--- src/rtl/clk_div_monitor.sv ---
// clk_div_monitor: measures period and high time of a divided clock, checks them against expected values, tracks lock
module clk_div_monitor #(
    parameter int CNT_W      = 8,
    parameter int EXP_PERIOD = 10,
    parameter int EXP_HIGH   = 4,
    parameter int TOL        = 0,
    parameter int LOCK_CNT   = 4,
    parameter int TIMEOUT    = 32
) (
    input  logic             clkIN,
    input  logic             rstIN,
    input  logic             sigIN,
    output logic             rise,
    output logic             fall,
    output logic [CNT_W-1:0] period,
    output logic [CNT_W-1:0] highTime,
    output logic             measValid,
    output logic             locked,
    output logic             lossErr,
    output logic             timeout
);
    typedef enum logic [1:0] {IDLE, MEAS, LOCK} state_t;
    localparam logic [CNT_W-1:0] CNT_MAX = '1;
    localparam logic [CNT_W-1:0] CNT_ONE = CNT_W'(1);
    state_t state;
    logic s1, s2, s3, riseDet, fallDet, match, timeHit;
    logic [CNT_W-1:0] perCnt, hiCnt, goodCnt;
    int perDiff, hiDiff;
    // edge detect, window check against the fresh period, and the no-rise timeout condition
    always_comb begin
        riseDet = s2 & ~s3;
        fallDet = ~s2 & s3;
        perDiff = int'(perCnt) - EXP_PERIOD;
        hiDiff  = int'(highTime) - EXP_HIGH;
        match   = (perCnt != CNT_MAX) && (perDiff <= TOL) && (perDiff >= -TOL) && (hiDiff <= TOL) && (hiDiff >= -TOL);
        timeHit = (state != IDLE) && !riseDet && (perCnt == CNT_W'(TIMEOUT));
    end
    // synchronizer, history flop and registered edge pulses
    always_ff @(posedge clkIN) begin
        if (rstIN) begin
            s1   <= 1'b0;
            s2   <= 1'b0;
            s3   <= 1'b0;
            rise <= 1'b0;
            fall <= 1'b0;
        end else begin
            s1   <= sigIN;
            s2   <= s1;
            s3   <= s2;
            rise <= riseDet;
            fall <= fallDet;
        end
    end
    // saturating period and high-time counters; high time captured on each fall
    always_ff @(posedge clkIN) begin
        if (rstIN) begin
            perCnt   <= '0;
            hiCnt    <= '0;
            highTime <= '0;
        end else begin
            perCnt <= riseDet ? CNT_ONE : (perCnt == CNT_MAX) ? perCnt : perCnt + CNT_ONE;
            hiCnt  <= riseDet ? CNT_ONE : (s3 && hiCnt != CNT_MAX) ? hiCnt + CNT_ONE : hiCnt;
            if (fallDet)
                highTime <= hiCnt;
        end
    end
    // lock FSM; a rise always takes priority over the timeout
    always_ff @(posedge clkIN) begin
        if (rstIN) begin
            state     <= IDLE;
            goodCnt   <= '0;
            period    <= '0;
            measValid <= 1'b0;
            locked    <= 1'b0;
            lossErr   <= 1'b0;
            timeout   <= 1'b0;
        end else begin
            measValid <= 1'b0;
            lossErr   <= 1'b0;
            timeout   <= 1'b0;
            if (riseDet && state == IDLE) begin
                state   <= MEAS;
                goodCnt <= '0;
                locked  <= 1'b0;
            end else if (riseDet) begin
                period    <= perCnt;
                measValid <= 1'b1;
                if (match && state == LOCK) begin
                    locked <= 1'b1;
                end else if (match && goodCnt == CNT_W'(LOCK_CNT - 1)) begin
                    state   <= LOCK;
                    goodCnt <= goodCnt + CNT_ONE;
                    locked  <= 1'b1;
                end else if (match) begin
                    goodCnt <= goodCnt + CNT_ONE;
                end else begin
                    lossErr <= (state == LOCK);
                    state   <= MEAS;
                    goodCnt <= '0;
                    locked  <= 1'b0;
                end
            end else if (timeHit) begin
                timeout <= 1'b1;
                lossErr <= (state == LOCK);
                state   <= IDLE;
                goodCnt <= '0;
                locked  <= 1'b0;
            end
        end
    end
endmodule

--- config.mk ---
export PLATFORM = sky130hd
export DESIGN_NAME = clk_div_monitor
export DESIGN_NICKNAME = d
export VERILOG_FILES = /design/src/rtl/clk_div_monitor.sv
export SDC_FILE = /design/constraint.sdc
export NUM_CORES = 1
export LEC_CHECK = 0
export ABC_AREA = 1
export BUFFER_PORTS_ARGS = -buffer_cell sky130_fd_sc_hd__buf_2
export CAP_MARGIN = 20
export CORE_MARGIN = 1.5
export CORE_UTILIZATION = 30
export CTS_BUF_LIST = sky130_fd_sc_hd__clkbuf_16
export CTS_CLUSTER_SIZE = 8
export DETAILED_ROUTE_END_ITERATION = 10
export HOLD_SLACK_MARGIN = 0.08
export RECOVER_POWER = 50
export SKIP_LAST_GASP = 1
export SLEW_MARGIN = 10
export SYNTH_ARGS = -nofsm -noshare
export SYNTH_HDL_FRONTEND = slang
export SYNTH_SLANG_ARGS = --single-unit
--- constraint.sdc ---
create_clock -name clkIN -period 2.52 [get_ports clkIN]
set_input_delay 0.126 -clock clkIN [delete_from_list [all_inputs] [get_ports clkIN]]
set_output_delay 0.126 -clock clkIN [all_outputs]
set_load 0.05 [all_outputs]
==> impl_metrics.sql <==
INSERT INTO impl_metrics (metric_group, metric, value, unit) VALUES
('power_and_ir_drop', 'irDropWorstVdd', '293', 'uV'),
('synthesis', 'cell_types_occupying_the_most_area_after_synthesis', 'dfxtp_1 40%, nand2_1 10%, nor2_1 7.0%, inv_1 6.9%, a21oi_1 5.7%', ''),
('worst_setup_path', 'critical_path_arrival', '2260', 'ps'),
('synthesis', 'postSynthNetCount', '369', ''),
('synthesis', 'synth.area.mux_share', '0', '%'),
('synthesis', 'yosys.area_share.adder', '3.42', '%'),
('cells_and_area', 'fill_cells', '884', ''),
('worst_setup_path', 'rr_startpoint', 'perCnt[1]', ''),
('worst_hold_path', 'min_path_cells', '2', ''),
('clock_network', 'cts_buffers', '5', ''),
('worst_setup_path', 'cell_repeated_most_along_the_worst_path', 'nand2_1', ''),
('synthesis', 'postSynthAreaPerCell', '7.13', 'um2'),
('worst_setup_path', 'timing.reg2reg.worst_path_depth', '15', ''),
('floorplan', 'floorplan.rows', '33', ''),
('synthesis', 'synth.yosys.warnings', '0', ''),
('clock_network', 'hold_buffers', '1', ''),
('global_route', 'number_of_antenna_violations_at_the_first_check_in_global_routing', '0', ''),
('synthesis', 'yosysTopAreaCellShare', '39.9', '%'),
('placement', 'portBuffers', '24', ''),
('sta', 'timing.final.crit_share', '81.0', '%'),
('synthesis', 'synth.cell_area', '2560', 'um2'),
('worst_setup_path', 'critical_path.cell_chain', 'inv_1 -> ha_1 -> inv_1 -> nand2_1 -> nand2_1 -> nand2_1 -> nor2_2 -> nand2_2 -> nor2_8 -> nand3_4 -> nand2_2 -> inv_2 -> nand2_1 -> nand2_1 -> nor2_1', ''),
('power_and_ir_drop', 'static-leakage-power', '1.33', 'nW'),
('cells_and_area', 'layout.cells.non_filler', '492', ''),
('clock_network', 'cts_setup_buffers', '0', ''),
('cells_and_area', 'areaGrowthSynthToFinish', '13.9', '%'),
('clock_network', 'ctsHtreeMaxLevel', '2', ''),
('worst_setup_path', 'max_stage_delay', '380', 'ps'),
('route', 'routed_via_density', '4.60', ''),
('route', 'route.vias.total', '2265', ''),
('outcome', 'result_of_the_run', 'finished clean', ''),
('worst_setup_path', 'path_delay_family', 'simple AND/OR/NAND/NOR gates', ''),
('synthesis', 'synth-simple-area-share', '32.0', '%'),
('clock_network', 'worst_skew_late_latency', '290', 'ps'),
('worst_setup_path', 'regToRegSetupSlack', '480', 'ps'),
('synthesis', 'synth.lib_cells_used.distinct', '34', ''),
('worst_setup_path', 'start_kind', 'flop', ''),
('sta', 'layout_min_cycle_time', '2040', 'ps'),
('worst_setup_path', 'critical_path_peak_fanout', '11', ''),
('placement', 'dpl.hpwl', '4230', 'um'),
('synthesis', 'synth-xor-area-share', '2.39', '%'),
('sta', 'timing.slew.headroom', '41.7', '%'),
('worst_setup_path', 'timing.critical_path.depth', '15', ''),
('global_route', 'grt_pass1_vias', '2176', ''),
('sta', 'timing_worst_slew_pin_value', '871', 'ps'),
('worst_setup_path', 'worst_setup_startpoint', 'perCnt[1]', ''),
('clock_network', 'clock_transition_at_the_registers_of_the_reported_paths', '70', 'ps'),
('floorplan', 'dieArea', '9100', 'um2'),
('route', 'drt_iter0_drc', '116', ''),
('worst_setup_path', 'buffering_stage_count_on_the_worst_path_with_inverters_included', '3', ''),
('sta', 'report.final.slew_viol_count', '0', ''),
('placement', 'placed_insts', '483', ''),
('route', 'remaining_drc_errors', '0', ''),
('worst_setup_path', 'worstSetupEndpointType', 'flop', ''),
('clock_network', 'numClockSinks', '51', ''),
('floorplan', 'fp.coreArea', '8260', 'um2'),
('cells_and_area', 'finalNetCount', '396', ''),
('synthesis', 'synth_compound_area_share', '13.4', '%'),
('synthesis', 'netlist.top_cell.by_area', 'dfxtp_1', ''),
('cells_and_area', 'drive_above_1_share', '8.01', '%'),
('sta', 'final.hold.worst_slack', '182', 'ps'),
('job', 'max-cap-violations', '0', ''),
('clock_network', 'buffer_cell_driving_the_clock_tree_root', 'clkbuf_16', ''),
('cells_and_area', 'antenna_cells_inserted', '0', ''),
('clock_network', 'ctsLongestPathBuffers', '2', ''),
('worst_setup_path', 'r2r-end', 'goodCnt[3]', ''),
('route', 'drt_wl_total', '5710', 'um'),
('clock_network', 'cts-resized-gates', '0', ''),
('worst_setup_path', 'critPathSlowestCell', 'dfxtp_1', ''),
('floorplan', 'initial_core_utilization', '31.0', '%'),
('sta', 'finalHoldViolations', '0', '');
## worst register-to-register path, stage by stage, from the launching register on
cell	delay [ps]
dfxtp_1	380
inv_1	130
ha_1	240
inv_1	50
nand2_1	100
nand2_1	110
nand2_1	70
nor2_2	110
nand2_2	100
nor2_8	130
nand3_4	90
nand2_2	190
inv_2	80
nand2_1	60
nand2_1	50
nor2_1	90
## logic make-up (layout without fill, tap and decap cells)
logic type      after synthesis  after routing
simple gates                173            173
buf+inv                      58             86
fa+ha+maj                     7              7
compound gates               63             63
flops                        51             51
xor+xnor                      7              7
## placed cells by master (no fill, tap or decap), types with 2 or more instances in the layout
master     Yosys  routed
clkbuf_1       3      22
a31oi_1        2       2
clkinv_1       1       2
nor2_8         2       2
nand3_1       28      28
a21oi_1       29      29
nor2_1        48      50
xor2_1         7       7
nor3_1         3       4
o21ai_0       27      27
buf_2          1       2
inv_1         47      47
ha_1           7       7
nor4_1         2       2
nand2_1       68      68
nor2_2         4       3
nand2_2        4       4
dfxtp_1       51      51
inv_2          5       5
clkbuf_16      0       5
nand4_1        5       5
## synth_stat cells, drive strengths merged
cell / number
a31oi: 2
nor4: 2
dfxtp: 51
nand4: 6
o21ai: 28
buf: 2
nand3: 30
nor3: 5
and3: 1
o211ai: 1
clkinv: 1
clkbuf: 3
a2111oi: 1
or2: 1
inv: 52
ha: 7
nand2: 73
nor2: 55
xor2: 7
a21oi: 30
o31ai: 1
## stage by stage
| stage | cell area, um2 | utilization, % | setup WS (ps) | power (W) |
|---|---|---|---|---|
| 6_report | 2920 | 35.3 | 480 | 0.00173 |
| 3_5_place_dp | 2780 | 33.7 | 517 | 0.00101 |
| 2_1_floorplan | 2560 | - | 737 | 0.000972 |
| 4_1_cts | 2960 | 35.8 | 489 | 0.00176 |
| 5_1_grt | 2920 | 35.3 | 252 | 0.00181 |
| 3_3_place_gp | 2780 | 33.7 | 596 | 0.00100 |
## worst min-delay path by stage
| stage | startpoint | to | slack [ps] |
|---|---|---|---|
| floorplan | sigIN | s1 | 230 |
| global placement | sigIN | s1 | 330 |
| detailed placement | sigIN | s1 | 340 |
| CTS | rstIN | rise | 190 |
| global route | rstIN | rise | 190 |
| finish | rstIN | s3 | 180 |
## state kept, by name, indices dropped and copies added, names as in the netlist, 2 cells and up
name / cells
goodCnt: 8
hiCnt: 8
highTime: 8
perCnt: 8
period: 8
state: 2
## where the power goes
| part | leakage, nW | switching [W] | internal, W |
|---|---|---|---|
| logic | 0.831 | 0.000102 | 0.0000393 |
| clock network | 0.0812 | 0.000281 | 0.000463 |
| registers | 0.414 | 0.0000187 | 0.000825 |
## layout make-up
class / count / area [um2] / share of cell area, %
Clock inverter: 3 / 38.8 / 1.33
Tap cell: 105 / 131 / 4.51
Sequential cell: 51 / 1020 / 35.0
Inverter: 53 / 199 / 6.82
Multi-Input combinational cell: 250 / 1300 / 44.5
Clock buffer: 5 / 125 / 4.29
Timing Repair Buffer: 25 / 103 / 3.52
## routing by layer
metal / track usage, % / vias to the layer above / share of wire, %
met5: 0 / - / 0
met4: 3.31 / 0 / 0.75
met3: 2.79 / 4 / 4.2
met2: 22.5 / 39 / 42
met1: 18.9 / 1016 / 53
li1: - / 1206 / -
Power figures use the tool's default switching activity.
